<file path="config.mk">
export PLATFORM = sky130hd
export DESIGN_NAME = phyip_reset_responder
export DESIGN_NICKNAME = d
export VERILOG_FILES = /design/src/rtl/phyip_reset_responder.sv
export SDC_FILE = /design/constraint.sdc
export NUM_CORES = 1
export LEC_CHECK = 0
export CAP_MARGIN = 20
export CORE_ASPECT_RATIO = 1.1
export CORE_MARGIN = 1.5
export CORE_UTILIZATION = 58
export DETAILED_ROUTE_END_ITERATION = 7
export GPL_TIMING_DRIVEN = 1
export PLACE_DENSITY = 0.87
export SLEW_MARGIN = 20
export SYNTH_ARGS = -nofsm -noshare
export SYNTH_HDL_FRONTEND = slang
export SYNTH_SLANG_ARGS = --single-unit
</file>
<file path="constraint.sdc">
create_clock -name clk -period 3.2 [get_ports clk]
set_clock_uncertainty 0.2 [all_clocks]
set_input_delay 0.48 -clock clk [delete_from_list [all_inputs] [get_ports clk]]
set_output_delay 0.48 -clock clk [all_outputs]
set_load 0.02 [all_outputs]
</file>
<file path="src/rtl/phyip_reset_responder.sv">
// Transceiver PHY stand-in answering the reset controller (cal busy, CDR lock, ready).
// Optional lock-loss counter on los_count is enabled by defining PHYIP_RESP_LOSCNT_EN.
module phyip_reset_responder #(
   parameter int TX_CAL_CYCLES   = 200,
   parameter int RX_CAL_CYCLES   = 150,
   parameter int CDR_LOCK_CYCLES = 64,
   parameter int CNT_W           = 16
) (
   input  logic       clk,
   input  logic       tx_analogreset,
   input  logic       rx_analogreset,
   input  logic       tx_digitalreset,
   input  logic       rx_digitalreset,
   input  logic       rx_signal_detect,
   output logic       tx_cal_busy,
   output logic       rx_cal_busy,
   output logic       rx_is_lockedtodata,
   output logic       tx_phy_ready,
   output logic       rx_phy_ready,
   output logic [1:0] seq_error,
   output logic [7:0] los_count
);

   typedef enum logic [1:0] {
      T_CAL  = 2'd0,
      T_WAIT = 2'd1,
      T_RUN  = 2'd2
   } tx_state_t;

   typedef enum logic [1:0] {
      R_CAL  = 2'd0,
      R_CDR  = 2'd1,
      R_LOCK = 2'd2,
      R_RUN  = 2'd3
   } rx_state_t;

   localparam logic [CNT_W-1:0] TX_LOAD  = CNT_W'(TX_CAL_CYCLES);
   localparam logic [CNT_W-1:0] RX_LOAD  = CNT_W'(RX_CAL_CYCLES);
   localparam logic [CNT_W-1:0] LOCK_END = CNT_W'(CDR_LOCK_CYCLES - 1);
   localparam logic [CNT_W-1:0] ONE      = CNT_W'(1);

   tx_state_t        tx_st, tx_nxt;
   rx_state_t        rx_st, rx_nxt;
   logic [CNT_W-1:0] tx_cnt, tx_cnt_nxt;
   logic [CNT_W-1:0] rx_cnt, rx_cnt_nxt;
   logic [CNT_W-1:0] lock_cnt, lock_cnt_nxt;
   logic             tx_dr_prev, rx_dr_prev;
   logic             tx_fall, rx_fall;

   always_ff @(posedge clk or posedge tx_analogreset) begin
      if (tx_analogreset) begin
         tx_st      <= T_CAL;
         tx_cnt     <= TX_LOAD;
         rx_st      <= R_CAL;
         rx_cnt     <= RX_LOAD;
         lock_cnt   <= '0;
         tx_dr_prev <= 1'b1;
         rx_dr_prev <= 1'b1;
      end else begin
         tx_st      <= tx_nxt;
         tx_cnt     <= tx_cnt_nxt;
         rx_st      <= rx_nxt;
         rx_cnt     <= rx_cnt_nxt;
         lock_cnt   <= lock_cnt_nxt;
         tx_dr_prev <= tx_digitalreset;
         rx_dr_prev <= rx_digitalreset;
      end
   end

   always_comb begin
      tx_nxt     = tx_st;
      tx_cnt_nxt = tx_cnt;
      unique case (tx_st)
         T_CAL: begin
            if (tx_cnt != '0) tx_cnt_nxt = tx_cnt - ONE;
            if (tx_cnt <= ONE) tx_nxt = T_WAIT;
         end
         T_WAIT: if (!tx_digitalreset) tx_nxt = T_RUN;
         T_RUN:  if (tx_digitalreset) tx_nxt = T_WAIT;
         default: tx_nxt = T_CAL;
      endcase
   end

   // Lock loss outranks digital-reset moves; rx_analogreset outranks everything.
   always_comb begin
      rx_nxt       = rx_st;
      rx_cnt_nxt   = rx_cnt;
      lock_cnt_nxt = lock_cnt;
      if (rx_analogreset) begin
         rx_nxt       = R_CAL;
         rx_cnt_nxt   = RX_LOAD;
         lock_cnt_nxt = '0;
      end else begin
         unique case (rx_st)
            R_CAL: begin
               if (rx_cnt != '0) rx_cnt_nxt = rx_cnt - ONE;
               if (rx_cnt <= ONE) begin
                  rx_nxt       = R_CDR;
                  lock_cnt_nxt = '0;
               end
            end
            R_CDR: begin
               if (!rx_signal_detect) lock_cnt_nxt = '0;
               else if (lock_cnt >= LOCK_END) rx_nxt = R_LOCK;
               else lock_cnt_nxt = lock_cnt + ONE;
            end
            R_LOCK: begin
               if (!rx_signal_detect) begin
                  rx_nxt       = R_CDR;
                  lock_cnt_nxt = '0;
               end else if (!rx_digitalreset) begin
                  rx_nxt = R_RUN;
               end
            end
            R_RUN: begin
               if (!rx_signal_detect) begin
                  rx_nxt       = R_CDR;
                  lock_cnt_nxt = '0;
               end else if (rx_digitalreset) begin
                  rx_nxt = R_LOCK;
               end
            end
            default: rx_nxt = R_CAL;
         endcase
      end
   end

   assign tx_fall = tx_dr_prev & ~tx_digitalreset;
   assign rx_fall = rx_dr_prev & ~rx_digitalreset;

   always_ff @(posedge clk or posedge tx_analogreset) begin
      if (tx_analogreset) begin
         seq_error <= 2'b00;
      end else begin
         if (tx_fall && tx_st == T_CAL)
            seq_error[0] <= 1'b1;
         if (rx_fall && (rx_st == R_CAL || rx_st == R_CDR))
            seq_error[1] <= 1'b1;
      end
   end

   assign tx_cal_busy        = (tx_st == T_CAL);
   assign tx_phy_ready       = (tx_st == T_RUN);
   assign rx_cal_busy        = (rx_st == R_CAL);
   assign rx_is_lockedtodata = (rx_st == R_LOCK) || (rx_st == R_RUN);
   assign rx_phy_ready       = (rx_st == R_RUN);

`ifdef PHYIP_RESP_LOSCNT_EN
   logic       los_evt;
   logic [7:0] los_q;

   assign los_evt = ~rx_analogreset & ~rx_signal_detect &
                    ((rx_st == R_LOCK) || (rx_st == R_RUN));

   always_ff @(posedge clk or posedge tx_analogreset) begin
      if (tx_analogreset)
         los_q <= 8'd0;
      else if (los_evt && los_q != 8'hFF)
         los_q <= los_q + 8'd1;
   end

   assign los_count = los_q;
`else
   assign los_count = 8'd0;
`endif

endmodule

</file>
* Word-level counts from Yosys, hierarchy flattened
Index checks and enable logic that the tools add are counted.
Word-level totals: register bits after elaboration 56, output and inout bits 15, logic and storage cells 72
Cells by class: add/sub/neg operators 3, $lt $le $gt $ge 3, equal/unequal tests 15, multiplexer cells 22, bitwise logic cells 4, reductions and logical operators 16
Operator list (count):
- two-way mux 16 bit | 8
- case mux 16 bit (3 select lines) | 1
- <= comparator 16 x 1 -> 1 bit (second input constant) | 2
- nonzero test 16 bit | 2
- subtractor 16 x 1 -> 16 bit (second input constant) | 2
- two-way mux 2 bit | 11
- adder 16 x 1 -> 16 bit (second input constant) | 1
- greater-or-equal comparator 16 x 6 -> 1 bit (second input constant) | 1
- inequality test 4 bit (second input constant) | 3
- inequality test 3 bit (second input constant) | 3
- case mux 2 bit (4 select lines) | 1
- == test 2 bit (second input constant) | 3
- case mux 2 bit (3 select lines) | 1
- AND reduction 3 bit | 2
- AND reduction 5 bit | 1
- == test 2 x 1 -> 1 bit (second input constant) | 2
- logical NOT 2 bit | 2
- inequality test 2 bit (second input constant) | 2
- AND reduction 2 bit | 2
- nonzero test 2 bit | 2
- inequality test 3 x 2 -> 1 bit (second input constant) | 1
- AND 1 bit | 2
- logical AND 1 bit | 2
- logical OR 1 bit | 2
- other kinds (3) | 4

* Depth between registers and ports, before layout
depth after elaboration 5, mapped depth 7, mapped depth without buffers 7

* Worst setup path after synthesis
Ideal clock, no wire load.
path type register to register, start register rx_cnt[4], end register rx_cnt[4], data arrival time 2.149 ns, data required time 2.912 ns, path slack 0.763 ns, stages on the path, launching flop included 7, path through dfstp_2 > or4_4 > or3_4 > o311ai_4 > buf_6 > nor4_1 > or3_1
Between the ends: word-level cells in the longest chain between the ends 4, elaborated cells on any way between the ends 7, classes of those cells 1 x add/sub; 3 x mux; 3 x reduce/logical
Ends and longest elaborated chain:
- start, declared | line 45 | logic [CNT_W-1:0] rx_cnt, rx_cnt_nxt;
- start signal, assigned | line 63 | rx_cnt <= rx_cnt_nxt;
- subtractor 16 x 1 -> 16 bit | line 96 | if (rx_cnt != '0) rx_cnt_nxt = rx_cnt - ONE;
- two-way mux 16 bit | line 96
- two-way mux 16 bit | line 94 | unique case (rx_st)
- two-way mux 16 bit | line 89 | if (rx_analogreset) begin
Several ways; a longest one is shown, not always the timed one. The select of a mux whose other input is x is not followed. A chain may end at the register's enable or synchronous reset.

* Final worst setup path
start register rx_st[1], end output rx_cal_busy
Between the ends: word-level cells in the longest chain between the ends 1
Ends and longest elaborated chain:
- start, declared | line 43 | rx_state_t rx_st, rx_nxt;
- start signal, assigned | line 62 | rx_st <= rx_nxt;
- logical NOT 2 bit | line 144 | assign rx_cal_busy = (rx_st == R_CAL);
- end, declared | line 16 | output logic rx_cal_busy,
No other way between the ends.

==> reports/metrics.yaml <==
max-clock-path-buffers: 2
ys_warn_count: 0
reg2reg_slack_ps: 550
initial_core_util_pct: 60.50
grt_max_degree: 57
yosysUniqueCellTypes: 49
via_per_inst: 5.878
place_congestion: 0.7520
period_share_pct: 83.77
layout-drive-gt1-share_pct: 11.74
setup_viol: 0
port-buffer-count: 12
min_period_ps: 2681
syn_inst: 266
yosysSeqAreaShare_pct: 49.85
antenna_left: 0
die_height_um: 76.32
syn_area_mm2: 0.002834
cellPowerDensity_mw_per_mm2: 456.0
wl_per_cell_um: 14.54
postLayoutCoreUtil_pct: 65.92
crit_required_ps: 2520
path_class: "flop to output port"
ys_seq_elements: 56
grt_pass1_wl_um: 8721
grt_pass1_vias: 2002
status: "finished clean"
cts-resized-gates: 0
hold_start: "tx_cnt[11]$_DFFE_PP0P_"
drtIter0Drc: 189
setup.worst_path.end: "rx_cal_busy"
cp.arrival_ps: 2000
dp_slack_ps: 553.8
fin_nets: 293
hpwl_um: 3359
ir_drop_uv: 420.3
rsz0062_at_grt: "false"
htreeDepth: 2
dieArea_mm2: 0.005315
slew_headroom_pct: 54.48
cts_made_buffers: 5
grt_util_all_layers_pct: 20.04
die_x_um: 69.65
synth_edf_count: 0
fmaxAchievable_mhz: 373.0
drc: 0
num_antenna_cells: 0
r2r_end: "rx_cnt[15]$_DFFE_PP0P_"
antenna_found_initial: 0
fillCellCount: 361
maxCapViolCount: 0
endpoint_kind: "output port"
core_area_mm2: 0.004684
grt-ovfl-total: 0
hold_path.class: "flop to flop"
worst_slew_pin_slew_ps: 682.8
fp-row-count: 26
drv_slew: 0
syn_avg_cell_area_um2: 10.65
r2r_cells: 5
clock_sinks: 56
hold_viol: 0
ys.flop_type: "dfrtp_1"
finalSetupTns_ps: 0
clk_latency_ps: 320
clk_pin_slew_worst_paths_ps: 100
startpoint: "rx_st[1]$_DFFE_PP0P_"
post-cts-setup-buffers: 0
drt_wl_total_um: 4901
cts_tree: "done"
vias: 1981
drt_first_pass_iters: 6
design_area_mm2: 0.003088
ys_async_sr_fraction_pct: 100.0
r2r_start: "rx_cnt[4]$_DFFE_PP1P_"
cts_hold_buffers: 0
layout_setup_ws_ps: 519.3
cts-root-buf: "clkbuf_8"
critPathLaunchType: "flop"
dpl_cell_area_mm2: 0.002972
cp_max_fo: 7
p_leak_uw: 0.001447
num_io_pins: 21
area_delta_synth_final_pct: 8.962
logic make-up (layout without fill, tap and decap cells):
family,count (synthesis),in the layout,synth area share [%]
other,1,8,0.1323
buffers and inverters,21,29,4.238
and+or+nand+nor,109,109,23.14
AOI/OAI and AO/OA,51,51,12.80
DFF,56,56,49.85
xor gates and xnor gates,17,17,5.254
adders and majority gates,7,7,3.090
muxes,4,4,1.501
flip-flops by register name, summed over array words and instances, names as in the netlist:
register,count
lock_cnt,16
tx_dr_prev,1
seq_error,2
rx_st,2
rx_cnt,16
tx_st,2
rx_dr_prev,1
tx_cnt,16
power by group:
group          switching (uW)  total, uW  internal (uW)
clock                     239        475            236
combinational             105        177           71.7
sequential               24.7        756            731
how the worst min path moves through the flow:
stage | endpoint | depth (start not counted)
2_1_floorplan | tx_cnt[11]$_DFFE_PP0P_ | 1
3_3_place_gp | seq_error[1]$_DFFE_PP0P_ | 1
3_5_place_dp | seq_error[1]$_DFFE_PP0P_ | 1
4_1_cts | seq_error[1]$_DFFE_PP0P_ | 1
5_1_grt | seq_error[1]$_DFFE_PP0P_ | 1
6_report | tx_cnt[11]$_DFFE_PP0P_ | 1
metrics by stage:
stage                     instances  power [uW]  hold WS, ps
final                           337        1408        265.0
after global routing            337        1473        289.8
after CTS                       337        1425        269.8
after detailed placement        329       947.4        247.4
after global placement          329       945.9        241.2
after floorplan                 273       897.2        233.3
cell type report:
cell class                      count  area (um2)  area share, %
Clock buffer                        5       68.82          2.229
Clock inverter                      3       47.55          1.540
Inverter                            7       26.28         0.8509
Tap cell                           56       70.07          2.269
Sequential cell                    56        1413          45.75
Multi-Input combinational cell    196        1328          42.99
Timing Repair Buffer               14       135.1          4.376
cells in the final DEF, fill, tap and decap left out, types with 9 or more instances in the layout:
cell type        synthesis  routed
nand2_1                 10      10
nor2_1                  16      16
a21oi_1                 14      14
clkdlybuf4s50_1          0      12
o31ai_1                 13      13
or3_1                   11      11
dfstp_2                  9       9
xor2_1                   9       9
o21ai_0                 10      10
and2_1                  13      13
dfrtp_1                 47      47
cells in the mapped netlist, types with 9 or more instances:
master,number,area (um2)
xor2_1,9,78.83
and2_1,13,81.33
dfrtp_1,47,1176
o21ai_0,10,50.05
nor2_1,16,60.06
or3_1,11,68.82
nand2_1,10,37.54
a21oi_1,14,70.07
dfstp_2,9,236.5
o31ai_1,13,97.59
buf_4,9,67.56
critical path: stages, from the launching register on:
cell             delay (ps)
dfrtp_1                 460
or2_2                   340
inv_1                   220
clkdlybuf4s50_1         660
routing by layer:
metal	GRT usage, %	wire length, um
met1	25.20	2244
met5	0	0
met3	4.630	161
met4	5.769	53
met2	34.62	2441
(Power assumes the default switching activity.)
